===== src/rtl/delay_line_pkg.sv =====
// Shared defaults for the data delay line and a helper sizing the occupancy counter.
package delay_line_pkg;

    localparam int unsigned DEFAULT_WORD_LENGTH = 4;
    localparam int unsigned DEFAULT_DEPTH       = 4;

    function automatic int unsigned fill_width(input int unsigned depth);
        return $clog2(depth + 1);
    endfunction

endpackage


===== src/rtl/ffd_en_stage.sv =====
// One delay-line stage: data register plus valid flag with sync reset,
// load enable and a valid-only clear that leaves the data untouched.
module ffd_en_stage #(
    parameter int unsigned WIDTH = 4
) (
    input  logic             clock,
    input  logic             reset,
    input  logic             enable,
    input  logic             clear_valid,
    input  logic [WIDTH-1:0] d,
    input  logic             d_valid,
    output logic [WIDTH-1:0] q,
    output logic             q_valid
);

    logic [WIDTH-1:0] data_d, data_q;
    logic             valid_d, valid_q;

    // clear_valid outranks enable so a flush never lets new data in.
    always_comb begin
        data_d  = data_q;
        valid_d = valid_q;
        if (clear_valid) begin
            valid_d = 1'b0;
        end else if (enable) begin
            data_d  = d;
            valid_d = d_valid;
        end
    end

    always_ff @(posedge clock) begin
        if (reset) begin
            data_q  <= '0;
            valid_q <= 1'b0;
        end else begin
            data_q  <= data_d;
            valid_q <= valid_d;
        end
    end

    assign q       = data_q;
    assign q_valid = valid_q;

endmodule


===== src/rtl/data_delay_line.sv =====
// Fixed-latency data delay line with per-stage valid flags, flush and an
// occupancy count; no backpressure, the oldest word simply falls off the end.
module data_delay_line
    import delay_line_pkg::*;
#(
    parameter int unsigned WORD_LENGTH = DEFAULT_WORD_LENGTH,
    parameter int unsigned DEPTH       = DEFAULT_DEPTH
) (
    input  logic                              clock,
    input  logic                              reset,
    input  logic                              enable,
    input  logic                              flush,
    input  logic [WORD_LENGTH-1:0]            d,
    input  logic                              d_valid,
    output logic [WORD_LENGTH-1:0]            data_out,
    output logic                              out_valid,
    output logic [fill_width(DEPTH)-1:0]      fill_count,
    output logic                              full
);

    localparam int unsigned FCW = fill_width(DEPTH);

    typedef struct packed {
        logic [WORD_LENGTH-1:0] data;
        logic                   valid;
    } stage_t;

    stage_t stage_in  [DEPTH];
    stage_t stage_out [DEPTH];

    for (genvar g = 0; g < DEPTH; g++) begin : g_stage
        if (g == 0) begin : g_head
            assign stage_in[g] = '{data: d, valid: d_valid};
        end else begin : g_body
            assign stage_in[g] = stage_out[g-1];
        end

        ffd_en_stage #(
            .WIDTH (WORD_LENGTH)
        ) u_stage (
            .clock       (clock),
            .reset       (reset),
            .enable      (enable),
            .clear_valid (flush),
            .d           (stage_in[g].data),
            .d_valid     (stage_in[g].valid),
            .q           (stage_out[g].data),
            .q_valid     (stage_out[g].valid)
        );
    end

    logic [FCW-1:0] fill_count_d, fill_count_q;

    // Modular add/sub is safe: the true result always lies in 0..DEPTH.
    always_comb begin
        fill_count_d = fill_count_q;
        if (flush) begin
            fill_count_d = '0;
        end else if (enable) begin
            fill_count_d = fill_count_q + FCW'(d_valid) - FCW'(stage_out[DEPTH-1].valid);
        end
    end

    always_ff @(posedge clock) begin
        if (reset) begin
            fill_count_q <= '0;
        end else begin
            fill_count_q <= fill_count_d;
        end
    end

    assign data_out   = stage_out[DEPTH-1].data;
    assign out_valid  = stage_out[DEPTH-1].valid;
    assign fill_count = fill_count_q;
    assign full       = (fill_count_q == FCW'(DEPTH));

endmodule


===== config.mk =====
export PLATFORM = sky130hd
export DESIGN_NAME = data_delay_line
export DESIGN_NICKNAME = d
export VERILOG_FILES = /design/src/rtl/delay_line_pkg.sv /design/src/rtl/ffd_en_stage.sv /design/src/rtl/data_delay_line.sv
export SDC_FILE = /design/constraint.sdc
export NUM_CORES = 1
export LEC_CHECK = 0
export BUFFER_PORTS_ARGS = -buffer_cell sky130_fd_sc_hd__clkbuf_2
export CAP_MARGIN = 10
export CORE_UTILIZATION = 56
export CTS_CLUSTER_SIZE = 30
export DETAILED_ROUTE_END_ITERATION = 16
export PLACE_DENSITY = 0.77
export SETUP_SLACK_MARGIN = 0.1
export SYNTH_ARGS = -nofsm -noshare
export SYNTH_HDL_FRONTEND = slang
export SYNTH_SLANG_ARGS = --single-unit

===== constraint.sdc =====
create_clock -name clock -period 3.1 [get_ports clock]
set_input_delay 0.465 -clock clock [delete_from_list [all_inputs] [get_ports clock]]
set_output_delay 0.465 -clock clock [all_outputs]
set_load 0.01 [all_outputs]

==> impl_results.rst, run 1 <==
.. list-table::
   :header-rows: 1

   * - Metric
     - Value
   * - Placeable core region
     - around 1500 µm²
   * - Async S/R FF share, synth
     - 0%
   * - Startpoint of the worst register-to-register path
     - fill_count[0]
   * - Class of the tightest hold or removal check
     - in -> reg
   * - Starting utilization of the core area
     - between 60% and 70%
   * - Commonest cells post-synth
     - sky130_fd_sc_hd__nand2_1, sky130_fd_sc_hd__dfxtp_1, sky130_fd_sc_hd__a21oi_1
   * - Remaining global-route overflow
     - 0
   * - CP Launch Type
     - register
   * - RSZ-0062 raised after global routing
     - false
   * - Count of flip-flops with a built-in enable after synthesis
     - 0
   * - Clock sink count
     - 23
   * - Number of buffers inserted by post-CTS setup repair
     - 0
   * - Actual slew at the worst max-slew pin
     - around 0.58 ns
   * - Total of fill cells in the finished design
     - 138
   * - Final critical path time including I/O delays and setup
     - around 1.9 ns
   * - Count of buffers inserted at the top-level ports
     - 17
   * - Aggregate routed wire length
     - approximately 1400 µm
   * - Number of global-route vias before repair
     - between 600 and 700
   * - Count of distinct cell types in the synthesized netlist
     - 21
   * - Router iterations before antenna repair
     - 4
   * - Share of the synthesized area in the top cell type
     - approximately 50%
   * - Clock root buffer
     - sky130_fd_sc_hd__clkbuf_4
   * - Wire length of the first global-routing pass
     - 2601 µm
   * - Avg Cell Area, Syn
     - 8.735 µm²
   * - CTS Hold Bufs
     - 0
   * - Endpoint arrival time on the critical path
     - 2.10 ns
   * - Setup clock skew after layout
     - roughly 0.0024 ns
   * - Wire per inst
     - roughly 10 µm
   * - Worst-path maximum fanout
     - 4
   * - Number of max-capacitance violations reported
     - 0
   * - Maximum number of pins on one net before global-route repair
     - 18
   * - Clock input transition at the sequential cells of the worst setup and hold paths
     - 0.13 ns
   * - Final setup violation count
     - 0
   * - Gates resized, CTS repair
     - 0
   * - Type of the setup path with the least slack
     - reg -> reg
   * - Maximum count of clock buffers along a single path
     - 2
   * - Starting DRT DRC Count
     - 12
   * - Static leakage power
     - 0.4124 nW
   * - Hold path startpoint
     - d[0]
   * - Via count of the routed design
     - around 700
   * - Cell type contributing the most total cell area after synthesis
     - sky130_fd_sc_hd__dfxtp_1
   * - Outcome
     - finished, final reports clean
   * - #FFs+latches synth
     - 23
   * - Final critical-path share of the clock period
     - between 60% and 70%
   * - Count of nets left with antenna violations after detail routing
     - 0
   * - Via density per instance
     - around 5.1
   * - Number of nets in the finished design
     - ~130
   * - Initial antenna violation count
     - 0
   * - Boundary pin count
     - 18
   * - Clock latency reported for the late side of the worst-skew pair
     - slightly above 0.3 ns
   * - Routability cong.
     - 0.7876
   * - Area grow syn2layout
     - 7.162%
   * - Overall routing resource usage
     - between 10% and 20%
   * - Sequential share of the synthesized area
     - roughly 50%
   * - CTS buffer count
     - 3
   * - Net count after synthesis
     - 118
   * - Hold Violations, Final
     - 0
   * - CTS tree
     - built
   * - Number of pins with negative max-slew slack in the final report
     - 0
   * - Flip-flop and latch area
     - roughly 460 µm²
   * - Final hold slack
     - between 0.3 and 0.4 ns
   * - Die extent in y
     - 42.66 µm
   * - Final HPWL DP
     - ~930 µm
   * - Setup TNS
     - 0 ns
   * - Startpoint of the most critical setup path
     - fill_count[0]
   * - Number of placement rows
     - 14
   * - Proportion of layout cells with a drive suffix above 1
     - between 10% and 20%
   * - Die footprint
     - around 1800 µm²
   * - DR DRC count
     - 0
   * - Diodes inserted
     - 0
   * - Most instantiated library cell after synthesis
     - sky130_fd_sc_hd__nand2_1
   * - Max rail drop VDD
     - 0.2629 mV
   * - Worst relative slew slack
     - between 60% and 70%
   * - Synthesized netlist cell count
     - ~110
   * - Post-synth design cell area
     - slightly above 900 µm²
   * - Multi-input logic area
     - around 380 µm²
   * - Horizontal die dimension
     - between 40 and 50 µm
   * - WP data required
     - approximately 3.3 ns
   * - Critical path endpoint category
     - register
   * - Warnings, synthesis
     - 0
   * - Pwr dens
     - ~480 nW/µm²
   * - Synth Flop Type
     - sky130_fd_sc_hd__dfxtp_1
   * - Ranking of synthesized cells by area
     - sky130_fd_sc_hd__dfxtp_1, sky130_fd_sc_hd__nand2_1, sky130_fd_sc_hd__a21oi_1
   * - Maximum level of the CTS H-tree
     - 1
   * - Maximum operating frequency
     - roughly 530 MHz
## flip-flops by register name (all words and copies together), names as in the netlist
name                     cells
g_stage.u_stage.q           16
fill_count                   3
g_stage.u_stage.q_valid      4
## worst max-delay path: stages (launching register included)
cell,delay (ns)
sky130_fd_sc_hd__dfxtp_1,0.39
sky130_fd_sc_hd__inv_1,0.06
sky130_fd_sc_hd__ha_1,0.26
sky130_fd_sc_hd__inv_1,0.05
sky130_fd_sc_hd__ha_1,0.13
sky130_fd_sc_hd__inv_1,0.04
sky130_fd_sc_hd__fa_1,0.36
sky130_fd_sc_hd__xor2_1,0.21
sky130_fd_sc_hd__a211oi_2,0.10
sky130_fd_sc_hd__a31o_1,0.19
## logic make-up after synthesis
kind of cell / share of synthesized area, %
AOI/OAI and AO/OA: 11.76
and+or+nand+nor: 18.52
muxes: 5.406
xor gates and xnor gates: 0.9461
DFF: 49.73
buffers and inverters: 8.782
adders and majority gates: 4.865
## per-layer routing
layer  GRT usage, %  share of wire [%]  up-vias
met3          5.106                3.6        4
li1               -                  -      367
met2          27.88                 40       18
met5              0                  0        -
met1          25.20                 55      302
met4          9.375                1.4        0
## cell usage in the layout, fill, tap and decap left out
master / Yosys / layout
sky130_fd_sc_hd__dfxtp_1: 23 / 23
sky130_fd_sc_hd__clkinv_2: 0 / 1
sky130_fd_sc_hd__nor3_1: 1 / 1
sky130_fd_sc_hd__xor2_1: 1 / 1
sky130_fd_sc_hd__clkbuf_4: 0 / 3
sky130_fd_sc_hd__a21oi_1: 16 / 16
sky130_fd_sc_hd__inv_1: 4 / 4
sky130_fd_sc_hd__mux2i_1: 5 / 5
sky130_fd_sc_hd__or2_1: 1 / 1
sky130_fd_sc_hd__ha_1: 2 / 2
sky130_fd_sc_hd__nand2b_1: 1 / 1
sky130_fd_sc_hd__a211oi_1: 1 / 1
sky130_fd_sc_hd__nor2_1: 7 / 7
sky130_fd_sc_hd__a31o_1: 1 / 1
sky130_fd_sc_hd__clkbuf_2: 1 / 17
sky130_fd_sc_hd__a211oi_2: 1 / 1
sky130_fd_sc_hd__nand2_1: 32 / 32
sky130_fd_sc_hd__fa_1: 1 / 1
sky130_fd_sc_hd__and2b_1: 1 / 1
## stage by stage
step           area [µm²]  util (%)  setup slack (ns)  power (W)  instances
2_1_floorplan       925.9         -             1.255  0.0003403        106
3_3_place_gp        964.7     63.30             1.274  0.0003437        131
3_5_place_dp        964.7     63.30             1.216  0.0003445        131
4_1_cts             992.2     65.11             1.202  0.0004788        135
5_1_grt             992.2     65.11             1.042  0.0004949        135
6_report            992.2     65.11             1.219  0.0004754        135
## cell type report
cell class | instances | area share [%]
Sequential cell | 23 | 46.41
Clock inverter | 1 | 0.5044
Tap cell | 16 | 2.018
Inverter | 4 | 1.513
Multi-Input combinational cell | 71 | 38.71
Clock buffer | 3 | 2.270
Timing Repair Buffer | 17 | 8.575
## power by group
group          internal (W)  switching (W)  total [W]
logic             0.0000125      0.0000214  0.0000338
registers          0.000301     0.00000324   0.000304
clock network     0.0000482      0.0000894   0.000138
## worst paths after layout
path                                                end  slack (ns)  cells past startpoint
worst max-delay path                      fill_count[2]        1.22                      9
worst min-delay path            g_stage[0].u_stage.q[0]        0.36                      3
worst max register to register            fill_count[2]        1.22                      9
worst min register to register  g_stage[1].u_stage.q[0]        0.46                      2
Power figures use the tool's default switching activity.
==> inputs of run 2 (changes only) <==
--- a/config.mk
+++ b/config.mk
@@ -7,10 +7,10 @@
 export LEC_CHECK = 0
 export BUFFER_PORTS_ARGS = -buffer_cell sky130_fd_sc_hd__clkbuf_2
 export CAP_MARGIN = 10
-export CORE_UTILIZATION = 56
+export CORE_UTILIZATION = 52
 export CTS_CLUSTER_SIZE = 30
 export DETAILED_ROUTE_END_ITERATION = 16
-export PLACE_DENSITY = 0.77
+export PLACE_DENSITY = 0.72
 export SETUP_SLACK_MARGIN = 0.1
 export SYNTH_ARGS = -nofsm -noshare
 export SYNTH_HDL_FRONTEND = slang
==> constraint.sdc (replaced) <==
create_clock -name clock -period 1.96 [get_ports clock]
set_input_delay 0.294 -clock clock [delete_from_list [all_inputs] [get_ports clock]]
set_output_delay 0.294 -clock clock [all_outputs]
set_load 0.01 [all_outputs]
==> impl_results.rst, run 2 (synthesis gave the netlist of run 1 again) <==
.. list-table::
   :header-rows: 1

   * - Metric
     - Value
   * - Via density per instance
     - 5.103 (-0.30%)
   * - Max rail drop VDD
     - 0.4643 mV (+77%)
   * - Maximum number of pins on one net before global-route repair
     - 18 (unchanged)
   * - Clock input transition at the sequential cells of the worst setup and hold paths
     - 0.12 ns (about the same)
   * - Type of the setup path with the least slack
     - reg -> reg
   * - Starting utilization of the core area
     - 58.73% (-2.0 points)
   * - Max reg flops
     - 16 (unchanged)
   * - Routability cong.
     - 0.6946 (-12%)
   * - Number of nets in the finished design
     - 133 (+0.76%)
   * - Boundary pin count
     - 18 (unchanged)
   * - DR DRC count
     - 0 (unchanged)
   * - Critical path endpoint category
     - register
   * - Critical path, cell by cell
     - inv_2 > ha_4 > inv_1 > ha_2 > inv_2 > fa_2 > xor2_2 > a211oi_2 > a31o_1
   * - Horizontal die dimension
     - 44.20 µm (+3.6%)
   * - Final setup violation count
     - 0 (unchanged)
   * - Setup TNS
     - 0 ns (unchanged)
   * - Placeable core region
     - 1577 µm² (+3.4%)
   * - Total instance count after detailed placement
     - 131 (unchanged)
   * - Diodes inserted
     - 0 (unchanged)
   * - CTS tree
     - built
   * - Initial antenna violation count
     - 0 (unchanged)
   * - Starting DRT DRC Count
     - 11 (-1)
   * - Startpoint of the most critical setup path
     - fill_count[0]
   * - Startpoint of the worst register-to-register path
     - fill_count[0]
   * - Remaining global-route overflow
     - 0 (unchanged)
   * - Outcome
     - finished, final reports clean
   * - Clock latency reported for the late side of the worst-skew pair
     - 0.30 ns (about the same)
   * - Maximum level of the CTS H-tree
     - 1 (unchanged)
   * - Slowest cell delay on critical path
     - 0.36 ns (-0.03 ns)
   * - Multi-input logic area
     - 409.1 µm² (+6.5%)
   * - Setup clock skew after layout
     - 0.0008722 ns (-0.001556 ns)
   * - CTS Hold Bufs
     - 0 (unchanged)
   * - RSZ-0062 raised after global routing
     - false
   * - Final Non-Filler Cells
     - 136 (+0.74%)
   * - Static leakage power
     - 0.4141 nW (+0.41%)
   * - Count of buffers inserted at the top-level ports
     - 17 (unchanged)
   * - Router iterations before antenna repair
     - 6 (+2)
   * - Total of fill cells in the finished design
     - 137 (-0.72%)
   * - Final critical path time including I/O delays and setup
     - 1.785 ns (-0.09620 ns)
   * - Area grow syn2layout
     - 10.81%
   * - Actual slew at the worst max-slew pin
     - 0.5767 ns (-0.001505 ns)
   * - Overall routing resource usage
     - 17.49% (-1.4 points)
   * - Worst relative slew slack
     - 61.55% (+0.10 points)
   * - CTS buffer count
     - 3 (unchanged)
   * - Pwr dens
     - 731.6 nW/µm² (+53%)
   * - Number of placement rows
     - 14 (unchanged)
   * - CP Launch Type
     - register
   * - Aggregate routed wire length
     - 1507 µm (+7.0%)
   * - Clock sink count
     - 23 (unchanged)
   * - Number of pins with negative max-slew slack in the final report
     - 0 (unchanged)
   * - Via count of the routed design
     - 694 (+0.43%)
   * - Class of the tightest hold or removal check
     - in -> reg
   * - Most frequent cells in the layout
     - sky130_fd_sc_hd__nand2_1, sky130_fd_sc_hd__dfxtp_1, sky130_fd_sc_hd__clkbuf_2
   * - Clock root buffer
     - sky130_fd_sc_hd__clkbuf_4
   * - Hold Violations, Final
     - 0 (unchanged)
   * - Count of nets left with antenna violations after detail routing
     - 0 (unchanged)
   * - Die extent in y
     - 44.20 µm (+3.6%)
   * - Number of global-route vias before repair
     - 590 (-6.1%)
   * - Wire length of the first global-routing pass
     - 2525 µm (-2.9%)
   * - Maximum count of clock buffers along a single path
     - 2 (unchanged)
   * - Die footprint
     - 1953 µm² (+7.3%)
   * - Max stage delay cell, worst path
     - sky130_fd_sc_hd__dfxtp_2
   * - Proportion of layout cells with a drive suffix above 1
     - 25.00% (+6.5 points)
   * - Wire per inst
     - 11.08 µm (+6.2%)
   * - Library cell appearing most often on the critical path
     - sky130_fd_sc_hd__inv_2
   * - Final HPWL DP
     - 998.1 µm (+6.9%)
   * - WP data required
     - 2.17 ns (-1.15 ns)
   * - Flip-flop and latch area
     - 462.9 µm² (+0.54%)
   * - Leading cell type in the layout, fill and taps excluded
     - sky130_fd_sc_hd__nand2_1
   * - Final critical-path share of the clock period
     - 91.09% (+30 points)
   * - Maximum operating frequency
     - 560.1 MHz (+5.4%)
   * - Endpoint arrival time on the critical path
     - 1.99 ns (-0.11 ns)
   * - Worst-path maximum fanout
     - 3 (-1)
   * - Number of max-capacitance violations reported
     - 0 (unchanged)
   * - Hold path startpoint
     - d[1]
run 2: final timing paths:
kind | endpoint | slack, ns | depth (start not counted)
max reg2reg | fill_count[2] | 0.17 | 9
max | fill_count[2] | 0.17 | 9
min | g_stage[0].u_stage.q[1] | 0.20 | 3
min reg2reg | g_stage[1].u_stage.q[2] | 0.46 | 2
run 2: through the flow:
| step | setup slack (ns) | instance area, µm² | power (W) | hold slack (ns) | util [%] |
|---|---|---|---|---|---|
| final | 0.1747 | 1026 | 0.0007506 | 0.1964 | 65.08 |
| after global routing | 0.1073 | 1026 | 0.0007896 | 0.1884 | 65.08 |
| after CTS | 0.1322 | 1002 | 0.0007557 | 0.1861 | 63.57 |
| after detailed placement | 0.05258 | 964.7 | 0.0005457 | 0.4449 | 61.19 |
| after global placement | 0.1279 | 964.7 | 0.0005436 | 0.4373 | 61.19 |
| after floorplan | 0.1146 | 925.9 | 0.0005383 | 0.4285 | - |
run 2: metal layers:
metal / vias up / global-route usage, % / wire length (µm)
met1: 319 / 24.29 / 765
met3: 2 / 3.673 / 33
li1: 364 / - / -
met5: - / 0 / 0
met4: 0 / 9.091 / 10
met2: 9 / 25.59 / 697
run 2: repair_timing:
| action | CTS | global route |
|---|---|---|
| resized for setup | 3 | 5 |
| setup endpoints to repair | 1 | 1 |
| buffers inserted | 0 | 1 |
| pin swaps | 0 | 3 |
run 2: worst max-delay path, delay by kind of cell (launching register included):
kind | cells | cell delay [ns]
AO/OA/AOI/OAI | 2 | 0.27
buffers and inverters | 3 | 0.13
adder cells (fa/ha/maj) | 3 | 0.75
XOR/XNOR | 1 | 0.17
flip-flops | 1 | 0.36
run 2: cell type report:
cell class / count / area share, %
clock buffer: 4 / 2.561
inverter: 4 / 1.463
multi-input combinational: 71 / 39.88
sequential: 23 / 45.12
tap: 16 / 1.951
timing repair buffer: 18 / 9.024
run 2: power breakdown:
group / total [W] / switching (W) / internal (W) / leakage (nW)
sequential: 0.000481 / 0.00000548 / 0.000476 / 0.187
combinational: 0.0000576 / 0.0000355 / 0.0000220 / 0.212
clock: 0.000212 / 0.000132 / 0.0000792 / 0.0150
total: 0.000751 / 0.000173 / 0.000577 / 0.414
==> inputs of run 3 (changes only) <==
--- a/config.mk
+++ b/config.mk
@@ -7,11 +7,11 @@
 export LEC_CHECK = 0
 export BUFFER_PORTS_ARGS = -buffer_cell sky130_fd_sc_hd__clkbuf_2
 export CAP_MARGIN = 10
+export CORE_ASPECT_RATIO = 0.75
 export CORE_UTILIZATION = 52
 export CTS_CLUSTER_SIZE = 30
 export DETAILED_ROUTE_END_ITERATION = 16
 export PLACE_DENSITY = 0.72
-export SETUP_SLACK_MARGIN = 0.1
 export SYNTH_ARGS = -nofsm -noshare
 export SYNTH_HDL_FRONTEND = slang
 export SYNTH_SLANG_ARGS = --single-unit
==> impl_results.rst, run 3 (synthesis gave the netlist of run 1 again) <==
.. list-table::
   :header-rows: 1

   * - Metric
     - Value
   * - CTS tree
     - built
   * - Final critical-path share of the clock period
     - 94.22% (+3.1 points)
   * - CTS Hold Bufs
     - 0 (unchanged)
   * - Met2 layer wire length in the routed design
     - 711 µm (+2.0%)
   * - Critical path endpoint category
     - register
   * - Maximum count of clock buffers along a single path
     - 2 (unchanged)
   * - Routability cong.
     - 0.6991 (+0.65%)
   * - Proportion of layout cells with a drive suffix above 1
     - 20.00% (-5.0 points)
   * - WP data required
     - 2.21 ns (+0.04 ns)
   * - Number of global-route vias before repair
     - 653 (+11%)
   * - Horizontal die dimension
     - 50.73 µm (+15%)
   * - Maximum level of the CTS H-tree
     - 1 (unchanged)
   * - CTS buffer count
     - 3 (unchanged)
   * - Maximum operating frequency
     - 541.5 MHz (-3.3%)
   * - Actual slew at the worst max-slew pin
     - 0.5797 ns (+0.002925 ns)
   * - Aggregate routed wire length
     - 1534 µm (+1.8%)
   * - Clock latency reported for the late side of the worst-skew pair
     - 0.31 ns (about the same)
   * - Top sig layer
     - met4
   * - Outcome
     - finished, final reports clean
   * - Setup TNS
     - 0 ns (unchanged)
   * - Static leakage power
     - 0.4153 nW (+0.29%)
   * - Number of placement rows
     - 12 (-2)
   * - Max reg flops
     - 16 (unchanged)
   * - Die extent in y
     - 38.55 µm (-13%)
   * - Clock root buffer
     - sky130_fd_sc_hd__clkbuf_4
   * - Class of the tightest hold or removal check
     - in -> reg
   * - Endpoint arrival time on the critical path
     - 2.10 ns (+0.11 ns)
   * - Diodes inserted
     - 0 (unchanged)
   * - Wire per inst
     - 10.88 µm (-1.8%)
   * - Met1 wire length
     - 744 µm (-2.7%)
   * - Final critical path time including I/O delays and setup
     - 1.847 ns (+0.06135 ns)
   * - Router iterations before antenna repair
     - 3 (-3)
   * - Final hold slack
     - 0.1888 ns (-0.007552 ns)
   * - Final HPWL DP
     - 1097 µm (+9.9%)
   * - Clock sink count
     - 23 (unchanged)
   * - Count of nets left with antenna violations after detail routing
     - 0 (unchanged)
   * - Area grow syn2layout
     - 9.459%
   * - Starting DRT DRC Count
     - 8 (-3)
   * - Maximum number of pins on one net before global-route repair
     - 18 (unchanged)
   * - Placeable core region
     - 1577 µm² (unchanged)
   * - Total instance count after detailed placement
     - 136 (+3.8%)
   * - Initial antenna violation count
     - 0 (unchanged)
   * - Pwr dens
     - 737.1 nW/µm² (+0.76%)
   * - Worst reg-to-reg path cell count
     - 9 (unchanged)
   * - Boundary pin count
     - 18 (unchanged)
   * - Number of pins with negative max-slew slack in the final report
     - 0 (unchanged)
   * - Worst-path maximum fanout
     - 3 (unchanged)
   * - Via density per instance
     - 4.950 (-3.0%)
   * - Wire length of the first global-routing pass
     - 2711 µm (+7.4%)
   * - Type of the setup path with the least slack
     - reg -> reg
   * - Hold Violations, Final
     - 0 (unchanged)
   * - DR DRC count
     - 0 (unchanged)
   * - Via count of the routed design
     - 698 (+0.58%)
   * - Starting utilization of the core area
     - 58.73% (unchanged)
   * - Final Non-Filler Cells
     - 141 (+3.7%)
   * - Max rail drop VDD
     - 0.5116 mV (+10%)
   * - Number of max-capacitance violations reported
     - 0 (unchanged)
   * - Overall routing resource usage
     - 20.40% (+2.9 points)
   * - Clock input transition at the sequential cells of the worst setup and hold paths
     - 0.12 ns (about the same)
   * - Die footprint
     - 1955 µm² (+0.10%)
   * - Number of nets in the finished design
     - 133 (unchanged)
   * - Leading cell type in the layout, fill and taps excluded
     - sky130_fd_sc_hd__nand2_1
   * - Setup clock skew after layout
     - 0.007766 ns (+0.006894 ns)
   * - Final setup violation count
     - 0 (unchanged)
   * - CP Launch Type
     - register
   * - Met3 routed wirelength
     - 48 µm (+45%)
   * - RSZ-0062 raised after global routing
     - false
   * - Remaining global-route overflow
     - 0 (unchanged)
   * - Worst relative slew slack
     - 61.36% (-0.19 points)
   * - Most frequent cells in the layout
     - sky130_fd_sc_hd__nand2_1, sky130_fd_sc_hd__dfxtp_1, sky130_fd_sc_hd__clkbuf_2
   * - Worst Hold Depth
     - 3 (unchanged)
   * - Count of buffers inserted at the top-level ports
     - 17 (unchanged)
==> run 3: final timing paths <==
| check | end | slack, ns | start |
|---|---|---|---|
| max | fill_count[2] | 0.11 | fill_count[0] |
| min | g_stage[0].u_stage.q[0] | 0.19 | d[0] |
| max reg2reg | fill_count[2] | 0.11 | fill_count[0] |
| min reg2reg | g_stage[3].u_stage.q[0] | 0.46 | g_stage[2].u_stage.q[0] |
==> run 3: area by class of cell <==
class                           instances  area (µm²)
Inverter                                4       15.01
Multi-Input combinational cell         71       391.6
Fill cell                             150       563.0
Tap cell                               21       26.28
Clock buffer                            4       26.28
Timing Repair Buffer                   18       92.59
Sequential cell                        23       461.7
==> run 3: what timing repair did <==
item / CTS / global route
resized for setup: 0 / 2
buffers inserted: 0 / 1
setup endpoints to repair: 0 / 1
==> run 3: power breakdown <==
group,switching (W),internal (W)
Sequential,0.00000537,0.000476
Clock,0.000131,0.0000794
Combinational,0.0000347,0.0000212
Total,0.000171,0.000576
==> run 3: layer usage <==
layer  track usage (%)  up-vias
met5                 0        -
met4             10.42        0
met3             7.143        4
met2             37.67       12
met1             20.92      316
li1                  -      366
==> run 3: stage by stage <==
step | power, W | util, % | instance area (µm²) | setup WS, ns
finish | 0.0007471 | 64.29 | 1013 | 0.1134
global route | 0.0007862 | 64.29 | 1013 | 0.001728
CTS | 0.0007526 | 63.25 | 997.2 | 0.04070
detailed placement | 0.0005458 | 61.59 | 970.9 | 0.06203
global placement | 0.0005438 | 61.59 | 970.9 | 0.1289
floorplan | 0.0005383 | - | 925.9 | 0.1146
==> run 3: critical path, cell delays in order (launching register included) <==
cell and delay [ns]:
sky130_fd_sc_hd__dfxtp_2 0.36, sky130_fd_sc_hd__inv_1 0.05, sky130_fd_sc_hd__ha_1 0.26, sky130_fd_sc_hd__inv_1 0.05, sky130_fd_sc_hd__ha_1 0.12, sky130_fd_sc_hd__inv_1 0.04, sky130_fd_sc_hd__fa_1 0.40, sky130_fd_sc_hd__xor2_2 0.17
sky130_fd_sc_hd__a211oi_2 0.22, sky130_fd_sc_hd__a31o_1 0.12
